==> src/rtl/axi4_lite_master_p_if.sv <==
// rtl/axi4_lite_master_p_if.sv - command/response and AXI4-Lite bundle for axi4_lite_master_p
`timescale 1ns/1ps

interface axi4_lite_master_p_if #(
    parameter int ADDR_WIDTH = 32,
    parameter int DATA_WIDTH = 32
);
    localparam int STRB_WIDTH = DATA_WIDTH / 8;

    logic                  cmd_valid;
    logic                  cmd_ready;
    logic                  cmd_write;
    logic [ADDR_WIDTH-1:0] cmd_addr;
    logic [DATA_WIDTH-1:0] cmd_wdata;
    logic [STRB_WIDTH-1:0] cmd_wstrb;

    logic                  rsp_valid;
    logic                  rsp_write;
    logic [1:0]            rsp_resp;
    logic [DATA_WIDTH-1:0] rsp_rdata;
    logic                  timeout;
    logic [15:0]           err_count;

    logic [ADDR_WIDTH-1:0] M_AXI_AWADDR;
    logic [2:0]            M_AXI_AWPROT;
    logic                  M_AXI_AWVALID;
    logic                  M_AXI_AWREADY;
    logic [DATA_WIDTH-1:0] M_AXI_WDATA;
    logic [STRB_WIDTH-1:0] M_AXI_WSTRB;
    logic                  M_AXI_WVALID;
    logic                  M_AXI_WREADY;
    logic [1:0]            M_AXI_BRESP;
    logic                  M_AXI_BVALID;
    logic                  M_AXI_BREADY;
    logic [ADDR_WIDTH-1:0] M_AXI_ARADDR;
    logic [2:0]            M_AXI_ARPROT;
    logic                  M_AXI_ARVALID;
    logic                  M_AXI_ARREADY;
    logic [DATA_WIDTH-1:0] M_AXI_RDATA;
    logic [1:0]            M_AXI_RRESP;
    logic                  M_AXI_RVALID;
    logic                  M_AXI_RREADY;

    modport master (
        input  cmd_valid, cmd_write, cmd_addr, cmd_wdata, cmd_wstrb,
        output cmd_ready, rsp_valid, rsp_write, rsp_resp, rsp_rdata, timeout, err_count,
        output M_AXI_AWADDR, M_AXI_AWPROT, M_AXI_AWVALID, input M_AXI_AWREADY,
        output M_AXI_WDATA, M_AXI_WSTRB, M_AXI_WVALID, input M_AXI_WREADY,
        input  M_AXI_BRESP, M_AXI_BVALID, output M_AXI_BREADY,
        output M_AXI_ARADDR, M_AXI_ARPROT, M_AXI_ARVALID, input M_AXI_ARREADY,
        input  M_AXI_RDATA, M_AXI_RRESP, M_AXI_RVALID, output M_AXI_RREADY
    );

    modport slave (
        output cmd_valid, cmd_write, cmd_addr, cmd_wdata, cmd_wstrb,
        input  cmd_ready, rsp_valid, rsp_write, rsp_resp, rsp_rdata, timeout, err_count,
        input  M_AXI_AWADDR, M_AXI_AWPROT, M_AXI_AWVALID, output M_AXI_AWREADY,
        input  M_AXI_WDATA, M_AXI_WSTRB, M_AXI_WVALID, output M_AXI_WREADY,
        output M_AXI_BRESP, M_AXI_BVALID, input M_AXI_BREADY,
        input  M_AXI_ARADDR, M_AXI_ARPROT, M_AXI_ARVALID, output M_AXI_ARREADY,
        output M_AXI_RDATA, M_AXI_RRESP, M_AXI_RVALID, input M_AXI_RREADY
    );
endinterface

==> src/rtl/axi4_lite_master_p.sv <==
// rtl/axi4_lite_master_p.sv - single-outstanding AXI4-Lite master with watchdog and error counter
`timescale 1ns/1ps

module axi4_lite_master_p #(
    parameter int ADDR_WIDTH     = 32,
    parameter int DATA_WIDTH     = 32,
    parameter int TIMEOUT_CYCLES = 1024
) (
    input logic clk,
    input logic rst,
    axi4_lite_master_p_if.master bus
);
    localparam int STRB_WIDTH = DATA_WIDTH / 8;
    localparam logic [32:0] TO_LIMIT = 33'(TIMEOUT_CYCLES);

    typedef enum logic [2:0] {IDLE, WR, WRESP, RADDR, RDATA} state_t;

    state_t                state;
    logic                  aw_done, w_done;
    logic                  awvalid, wvalid, bready, arvalid, rready;
    logic [ADDR_WIDTH-1:0] addr_q;
    logic [DATA_WIDTH-1:0] wdata_q;
    logic [STRB_WIDTH-1:0] wstrb_q;
    logic                  rsp_valid_q, rsp_write_q;
    logic [1:0]            rsp_resp_q;
    logic [DATA_WIDTH-1:0] rdata_q;
    logic [15:0]           err_q;
    logic [31:0]           busy_cnt;
    logic                  aw_hs, w_hs;

    assign aw_hs = awvalid && bus.M_AXI_AWREADY;
    assign w_hs  = wvalid && bus.M_AXI_WREADY;

    always_ff @(posedge clk or posedge rst) begin
        if (rst) begin
            state       <= IDLE;
            aw_done     <= 1'b0;
            w_done      <= 1'b0;
            awvalid     <= 1'b0;
            wvalid      <= 1'b0;
            bready      <= 1'b0;
            arvalid     <= 1'b0;
            rready      <= 1'b0;
            addr_q      <= '0;
            wdata_q     <= '0;
            wstrb_q     <= '0;
            rsp_valid_q <= 1'b0;
            rsp_write_q <= 1'b0;
            rsp_resp_q  <= 2'b00;
            rdata_q     <= '0;
            err_q       <= 16'h0000;
            busy_cnt    <= 32'd0;
        end else begin
            rsp_valid_q <= 1'b0;
            if (state != IDLE && busy_cnt != '1)
                busy_cnt <= busy_cnt + 32'd1;
            case (state)
                IDLE: begin
                    if (bus.cmd_valid) begin
                        addr_q   <= bus.cmd_addr;
                        wdata_q  <= bus.cmd_wdata;
                        wstrb_q  <= bus.cmd_wstrb;
                        busy_cnt <= 32'd0;
                        aw_done  <= 1'b0;
                        w_done   <= 1'b0;
                        if (bus.cmd_write) begin
                            state   <= WR;
                            awvalid <= 1'b1;
                            wvalid  <= 1'b1;
                        end else begin
                            state   <= RADDR;
                            arvalid <= 1'b1;
                        end
                    end
                end
                WR: begin
                    // AW and W complete independently; either order or the same cycle
                    if (aw_hs) begin
                        awvalid <= 1'b0;
                        aw_done <= 1'b1;
                    end
                    if (w_hs) begin
                        wvalid <= 1'b0;
                        w_done <= 1'b1;
                    end
                    if ((aw_done || aw_hs) && (w_done || w_hs)) begin
                        state  <= WRESP;
                        bready <= 1'b1;
                    end
                end
                WRESP: begin
                    if (bus.M_AXI_BVALID) begin
                        bready      <= 1'b0;
                        state       <= IDLE;
                        rsp_valid_q <= 1'b1;
                        rsp_write_q <= 1'b1;
                        rsp_resp_q  <= bus.M_AXI_BRESP;
                        if (bus.M_AXI_BRESP != 2'b00 && err_q != 16'hFFFF)
                            err_q <= err_q + 16'd1;
                    end
                end
                RADDR: begin
                    if (bus.M_AXI_ARREADY) begin
                        arvalid <= 1'b0;
                        rready  <= 1'b1;
                        state   <= RDATA;
                    end
                end
                RDATA: begin
                    if (bus.M_AXI_RVALID) begin
                        rready      <= 1'b0;
                        state       <= IDLE;
                        rsp_valid_q <= 1'b1;
                        rsp_write_q <= 1'b0;
                        rsp_resp_q  <= bus.M_AXI_RRESP;
                        rdata_q     <= bus.M_AXI_RDATA;
                        if (bus.M_AXI_RRESP != 2'b00 && err_q != 16'hFFFF)
                            err_q <= err_q + 16'd1;
                    end
                end
                default: state <= IDLE;
            endcase
        end
    end

    // busy_cnt holds completed busy cycles, so +1 includes the current one
    assign bus.timeout = (TIMEOUT_CYCLES != 0) && (state != IDLE) &&
                         (({1'b0, busy_cnt} + 33'd1) >= TO_LIMIT);

    assign bus.cmd_ready     = (state == IDLE);
    assign bus.rsp_valid     = rsp_valid_q;
    assign bus.rsp_write     = rsp_write_q;
    assign bus.rsp_resp      = rsp_resp_q;
    assign bus.rsp_rdata     = rdata_q;
    assign bus.err_count     = err_q;

    assign bus.M_AXI_AWADDR  = addr_q;
    assign bus.M_AXI_AWPROT  = 3'b000;
    assign bus.M_AXI_AWVALID = awvalid;
    assign bus.M_AXI_WDATA   = wdata_q;
    assign bus.M_AXI_WSTRB   = wstrb_q;
    assign bus.M_AXI_WVALID  = wvalid;
    assign bus.M_AXI_BREADY  = bready;
    assign bus.M_AXI_ARADDR  = addr_q;
    assign bus.M_AXI_ARPROT  = 3'b000;
    assign bus.M_AXI_ARVALID = arvalid;
    assign bus.M_AXI_RREADY  = rready;
endmodule
==> src/flat_wrapper.sv <==
// flat-port wrapper written by rule: the top's interface ports become plain ports
module axi4_lite_master_p_flat 
#(
    parameter int ADDR_WIDTH     = 32,
    parameter int DATA_WIDTH     = 32,
    parameter int TIMEOUT_CYCLES = 1024
)
  (clk, rst, bus_cmd_valid, bus_cmd_write, bus_cmd_addr, bus_cmd_wdata, bus_cmd_wstrb, bus_cmd_ready, bus_rsp_valid, bus_rsp_write, bus_rsp_resp, bus_rsp_rdata, bus_timeout, bus_err_count, bus_M_AXI_AWADDR, bus_M_AXI_AWPROT, bus_M_AXI_AWVALID, bus_M_AXI_AWREADY, bus_M_AXI_WDATA, bus_M_AXI_WSTRB, bus_M_AXI_WVALID, bus_M_AXI_WREADY, bus_M_AXI_BRESP, bus_M_AXI_BVALID, bus_M_AXI_BREADY, bus_M_AXI_ARADDR, bus_M_AXI_ARPROT, bus_M_AXI_ARVALID, bus_M_AXI_ARREADY, bus_M_AXI_RDATA, bus_M_AXI_RRESP, bus_M_AXI_RVALID, bus_M_AXI_RREADY);
  axi4_lite_master_p_if #(.ADDR_WIDTH(ADDR_WIDTH), .DATA_WIDTH(DATA_WIDTH)) bus_i ();
  input logic clk;
  input logic rst;
  input wire logic [$bits(bus_i.cmd_valid)-1:0] bus_cmd_valid;
  input wire logic [$bits(bus_i.cmd_write)-1:0] bus_cmd_write;
  input wire logic [$bits(bus_i.cmd_addr)-1:0] bus_cmd_addr;
  input wire logic [$bits(bus_i.cmd_wdata)-1:0] bus_cmd_wdata;
  input wire logic [$bits(bus_i.cmd_wstrb)-1:0] bus_cmd_wstrb;
  output wire logic [$bits(bus_i.cmd_ready)-1:0] bus_cmd_ready;
  output wire logic [$bits(bus_i.rsp_valid)-1:0] bus_rsp_valid;
  output wire logic [$bits(bus_i.rsp_write)-1:0] bus_rsp_write;
  output wire logic [$bits(bus_i.rsp_resp)-1:0] bus_rsp_resp;
  output wire logic [$bits(bus_i.rsp_rdata)-1:0] bus_rsp_rdata;
  output wire logic [$bits(bus_i.timeout)-1:0] bus_timeout;
  output wire logic [$bits(bus_i.err_count)-1:0] bus_err_count;
  output wire logic [$bits(bus_i.M_AXI_AWADDR)-1:0] bus_M_AXI_AWADDR;
  output wire logic [$bits(bus_i.M_AXI_AWPROT)-1:0] bus_M_AXI_AWPROT;
  output wire logic [$bits(bus_i.M_AXI_AWVALID)-1:0] bus_M_AXI_AWVALID;
  input wire logic [$bits(bus_i.M_AXI_AWREADY)-1:0] bus_M_AXI_AWREADY;
  output wire logic [$bits(bus_i.M_AXI_WDATA)-1:0] bus_M_AXI_WDATA;
  output wire logic [$bits(bus_i.M_AXI_WSTRB)-1:0] bus_M_AXI_WSTRB;
  output wire logic [$bits(bus_i.M_AXI_WVALID)-1:0] bus_M_AXI_WVALID;
  input wire logic [$bits(bus_i.M_AXI_WREADY)-1:0] bus_M_AXI_WREADY;
  input wire logic [$bits(bus_i.M_AXI_BRESP)-1:0] bus_M_AXI_BRESP;
  input wire logic [$bits(bus_i.M_AXI_BVALID)-1:0] bus_M_AXI_BVALID;
  output wire logic [$bits(bus_i.M_AXI_BREADY)-1:0] bus_M_AXI_BREADY;
  output wire logic [$bits(bus_i.M_AXI_ARADDR)-1:0] bus_M_AXI_ARADDR;
  output wire logic [$bits(bus_i.M_AXI_ARPROT)-1:0] bus_M_AXI_ARPROT;
  output wire logic [$bits(bus_i.M_AXI_ARVALID)-1:0] bus_M_AXI_ARVALID;
  input wire logic [$bits(bus_i.M_AXI_ARREADY)-1:0] bus_M_AXI_ARREADY;
  input wire logic [$bits(bus_i.M_AXI_RDATA)-1:0] bus_M_AXI_RDATA;
  input wire logic [$bits(bus_i.M_AXI_RRESP)-1:0] bus_M_AXI_RRESP;
  input wire logic [$bits(bus_i.M_AXI_RVALID)-1:0] bus_M_AXI_RVALID;
  output wire logic [$bits(bus_i.M_AXI_RREADY)-1:0] bus_M_AXI_RREADY;
  assign bus_i.cmd_valid = bus_cmd_valid;
  assign bus_i.cmd_write = bus_cmd_write;
  assign bus_i.cmd_addr = bus_cmd_addr;
  assign bus_i.cmd_wdata = bus_cmd_wdata;
  assign bus_i.cmd_wstrb = bus_cmd_wstrb;
  assign bus_cmd_ready = bus_i.cmd_ready;
  assign bus_rsp_valid = bus_i.rsp_valid;
  assign bus_rsp_write = bus_i.rsp_write;
  assign bus_rsp_resp = bus_i.rsp_resp;
  assign bus_rsp_rdata = bus_i.rsp_rdata;
  assign bus_timeout = bus_i.timeout;
  assign bus_err_count = bus_i.err_count;
  assign bus_M_AXI_AWADDR = bus_i.M_AXI_AWADDR;
  assign bus_M_AXI_AWPROT = bus_i.M_AXI_AWPROT;
  assign bus_M_AXI_AWVALID = bus_i.M_AXI_AWVALID;
  assign bus_i.M_AXI_AWREADY = bus_M_AXI_AWREADY;
  assign bus_M_AXI_WDATA = bus_i.M_AXI_WDATA;
  assign bus_M_AXI_WSTRB = bus_i.M_AXI_WSTRB;
  assign bus_M_AXI_WVALID = bus_i.M_AXI_WVALID;
  assign bus_i.M_AXI_WREADY = bus_M_AXI_WREADY;
  assign bus_i.M_AXI_BRESP = bus_M_AXI_BRESP;
  assign bus_i.M_AXI_BVALID = bus_M_AXI_BVALID;
  assign bus_M_AXI_BREADY = bus_i.M_AXI_BREADY;
  assign bus_M_AXI_ARADDR = bus_i.M_AXI_ARADDR;
  assign bus_M_AXI_ARPROT = bus_i.M_AXI_ARPROT;
  assign bus_M_AXI_ARVALID = bus_i.M_AXI_ARVALID;
  assign bus_i.M_AXI_ARREADY = bus_M_AXI_ARREADY;
  assign bus_i.M_AXI_RDATA = bus_M_AXI_RDATA;
  assign bus_i.M_AXI_RRESP = bus_M_AXI_RRESP;
  assign bus_i.M_AXI_RVALID = bus_M_AXI_RVALID;
  assign bus_M_AXI_RREADY = bus_i.M_AXI_RREADY;
  axi4_lite_master_p #(.ADDR_WIDTH(ADDR_WIDTH), .DATA_WIDTH(DATA_WIDTH), .TIMEOUT_CYCLES(TIMEOUT_CYCLES)) u_core (.clk(clk), .rst(rst), .bus(bus_i));
endmodule
==> config.mk <==
export PLATFORM = sky130hd
export DESIGN_NAME = axi4_lite_master_p_flat
export DESIGN_NICKNAME = d
export VERILOG_FILES = /design/src/rtl/axi4_lite_master_p_if.sv /design/src/rtl/axi4_lite_master_p.sv /design/src/flat_wrapper.sv
export SDC_FILE = /design/constraint.sdc
export NUM_CORES = 1
export LEC_CHECK = 0
export CORE_MARGIN = 2
export CORE_UTILIZATION = 32
export CTS_CLUSTER_SIZE = 40
export DETAILED_ROUTE_END_ITERATION = 12
export PLACE_DENSITY_LB_ADDON = 0.12
export SETUP_SLACK_MARGIN = 0.15
export SLEW_MARGIN = 20
export SYNTH_ARGS = -nofsm -noshare
export SYNTH_HDL_FRONTEND = slang
export SYNTH_SLANG_ARGS = --single-unit
==> constraint.sdc <==
create_clock -name clk -period 9.9 [get_ports clk]
set_input_delay 1.98 -clock clk [delete_from_list [all_inputs] [get_ports clk]]
set_output_delay 1.98 -clock clk [all_outputs]
set_load 0.02 [all_outputs]
==> impl_metrics.ini <==
[yosys]
synth_area_leaders = dfrtp_1 (53%), mux2_2 (15%), buf_4 (4.0%)
ys_warn_count = 0
synth.avg_cell_area_um2 = 11.2
synthArstFlopShare_pct = 100
synth-edff-count = 0
synth_area_um2 = 7640
synth_ff_type = dfrtp_1
synth.distinct_cells = 54
synthCells = 682
synth_top_area_share_pct = 53.1
yosys.area.top_type = dfrtp_1
ys_seq_area_share_pct = 53.1
ys_ff_latch = 162

[setup_path]
worstPathArrival_ns = 3.64
worstPathRequired_ns = 7.92
start_kind = flop
crit_top_cell = nor4_1
critPathCaptureType = primary output
cpLargestDelayFamily = simple AND/OR/NAND/NOR gates
r2r_slack_ns = 6.75
slowest_stage = clkdlybuf4s50_1
worst-setup-path-type = reg -> out
crit_chain = nand3_2 -> or3_1 -> nor4_1 -> xor2_1 -> nor4_1 -> o22ai_1 -> o41a_1 -> clkdlybuf4s50_1
worst-path-buf-inv = 1
critPathMaxStageDelay_ns = 0.55
cp_max_fo = 9

[sta]
rsz0062_at_grt = false
finalSetupViolations = 0
fin_crit_sh_pct = 56.8
hold_viol_final = 0
max_slew_margin_pct = 34.5
period_needed_ns = 5.62
fmax_mhz = 178
final.setup.tns_ns = 0
layout_setup_ws_ns = 4.28
finClkSkew_ns = 0.0116
worst_pin_slew_ns = 0.983
slew_viol_final = 0

[pwr]
pwr_density_cell_nw_per_um2 = 328
p_comb_share_pct = 49.4
p_switching_w = 0.00135
power_w = 0.00362
p_seq_share_pct = 30.2
p_leak_nw = 4.52
p_int_w = 0.00226
ir_drop_mv = 0.197
swShare_pct = 37.4
clkPwrFrac_pct = 20.4

[detailed_routing]
vias_per_cell = 4.79
vias = 5947
drtIter0Drc = 351
wl_per_cell_um = 16.3
dr.pass1.iters = 4
ant_nets = 0
post-route-drc-count = 0
wl_mm = 20.2

[final_layout]
nNetsFinal = 1027
n_antenna_cell = 0
drive_gt1_share_pct = 16.0
finish.utilization_pct = 47.0
area_growth_pct = 44.3

[floorplanning]
die-area_um2 = 25100
die_w_um = 159
num_rows = 56
core_um2 = 23500
start_util_pct = 32.6
die-height_um = 159
top_level_ports = 278

[clock_tree]
htreeDepth = 4
numCtsBuffers = 17
cts_hold_buf = 0
post_cts_buffers = 0
clock-root-buffer = clkbuf_16
cts_tree = done
clk_latency_ns = 0.42
cts.path.max_buffers = 2
cts_sinks = 162
post_cts_resized = 0
cts.reportedPaths.clkPinSlew_ns = 0.07

[worst_hold_path]
hp-class = reg -> reg

[global_routing]
grt_pass1_vias = 5867
grt_usage_pct = 16.3
grt.overflow.total = 0
antenna_found_initial = 0
grt_pass1_wl_mm = 31.8
grt_start_max_net_pins = 95

[status]
status = complete, no violations

[placement]
gp_congestion = 0.822
port_buffers = 271
dpl.hpwl_mm = 14.1
dp_slack_ns = 4.79

[job]
cap_violations = 0
## per-stage QoR
step | instances | hold slack, ns | instance area, µm²
2_1_floorplan | 687 | 0.457 | 7660
3_3_place_gp | 1211 | 0.475 | 10400
3_5_place_dp | 1211 | 0.479 | 10400
4_1_cts | 1242 | 0.500 | 11000
5_1_grt | 1242 | 0.516 | 11000
6_report | 1242 | 0.498 | 11000
## cells in the mapped netlist (2+ instances only)
master,instances
nand3_2,2
buf_2,8
o211ai_1,2
and2_0,3
nor2_1,47
xor2_1,12
nand2_1,43
o21ai_1,8
ha_1,3
a22o_1,3
a31o_2,2
clkbuf_1,12
xnor2_1,14
nand4_1,13
a21oi_1,14
and3_1,13
or2_2,3
mux2_2,101
o21ai_0,43
nand2b_1,2
dfrtp_1,162
nor3_1,12
or4_1,2
buf_4,41
mux2i_1,4
o22ai_1,2
o2bb2ai_1,2
or3_1,5
inv_1,8
o41ai_1,3
buf_6,2
nor4_1,2
nand3_1,35
o31ai_1,16
a31oi_1,4
and2_1,6
buf_1,7
and4_1,5
## power groups by stage
stage | Sequential, W | Clock [W] | Combinational [W]
after CTS | 0.00110 | 0.000760 | 0.00181
after global placement | 0.00110 | 0 | 0.00181
final | 0.00109 | 0.000739 | 0.00178
after global routing | 0.00113 | 0.000793 | 0.00191
after floorplan | 0.00137 | 0 | 0.000808
after detailed placement | 0.00110 | 0 | 0.00181
## placed cells by master, fill, tap and decap left out, types with 12 or more instances in the layout
master           synthesis  routed
nand3_1                 35      35
nand4_1                 13      13
nor3_1                  12      12
a21oi_1                 14      14
o31ai_1                 16      16
mux2_2                 101     101
and3_1                  13      13
nor2_1                  47      46
xor2_1                  12      12
o21ai_0                 43      43
clkdlybuf4s50_1          0     271
xnor2_1                 14      14
clkbuf_16                0      17
dfrtp_1                162     162
nand2_1                 43      43
## layout make-up
| type | count | area, µm² |
|---|---|---|
| well taps | 319 | 399 |
| flip-flops and latches | 162 | 4050 |
| inverters | 8 | 35.0 |
| multi-input cells | 446 | 3140 |
| clock buffers | 17 | 425 |
| repair buffers | 276 | 2750 |
| clock inverters | 14 | 225 |
| fillers | 2180 | 12400 |
## layer usage
metal | up-vias | share of wire (%) | global-route usage (%) | routed length, µm
met2 | 196 | 47 | 25.4 | 9610
met5 | - | 0 | 0 | 0
li1 | 2849 | - | - | -
met3 | 26 | 8.1 | 5.85 | 1640
met4 | 0 | 1.8 | 5.53 | 365
met1 | 2876 | 43 | 20.9 | 8630
## path summary, 6_finish.rpt
| path | startpoint | endpoint | cells past startpoint |
|---|---|---|---|
| min in group asynchronous | rst | u_core.busy_cnt[18] | 2 |
| max in group asynchronous | rst | u_core.bus.M_AXI_ARADDR[18] | 3 |
| hold reg to reg | u_core.w_done | u_core.w_done | 1 |
| setup reg to reg | u_core.busy_cnt[0] | u_core.busy_cnt[11] | 9 |
| hold / removal | u_core.w_done | u_core.w_done | 1 |
| setup / recovery | u_core.busy_cnt[8] | bus_timeout | 8 |
## flip-flops by register name, summed over array words and instances (netlist names)
signal                    flops
u_core.bus.M_AXI_BREADY       1
u_core.bus.rsp_resp           2
u_core.bus.err_count         16
u_core.bus.M_AXI_RREADY       1
u_core.bus.M_AXI_WSTRB        4
u_core.bus.M_AXI_ARADDR      32
u_core.bus.M_AXI_AWVALID      1
u_core.bus.rsp_rdata         32
u_core.w_done                 1
u_core.aw_done                1
u_core.bus.rsp_write          1
u_core.bus.M_AXI_WVALID       1
u_core.bus.M_AXI_ARVALID      1
u_core.bus.rsp_valid          1
u_core.busy_cnt              32
u_core.state                  3
u_core.bus.M_AXI_WDATA       32
## cell families after synthesis
logic type / after synthesis / share of synthesized area, %
muxes: 105 / 15.4
and+or+nand+nor: 201 / 13.4
other: 1 / 0.0491
adders and majority gates: 3 / 0.491
buffers and inverters: 79 / 6.24
DFF: 162 / 53.1
AOI/OAI and AO/OA: 105 / 8.37
xor gates and xnor gates: 26 / 2.98
Note: power is estimated with default switching activity, not from simulation.
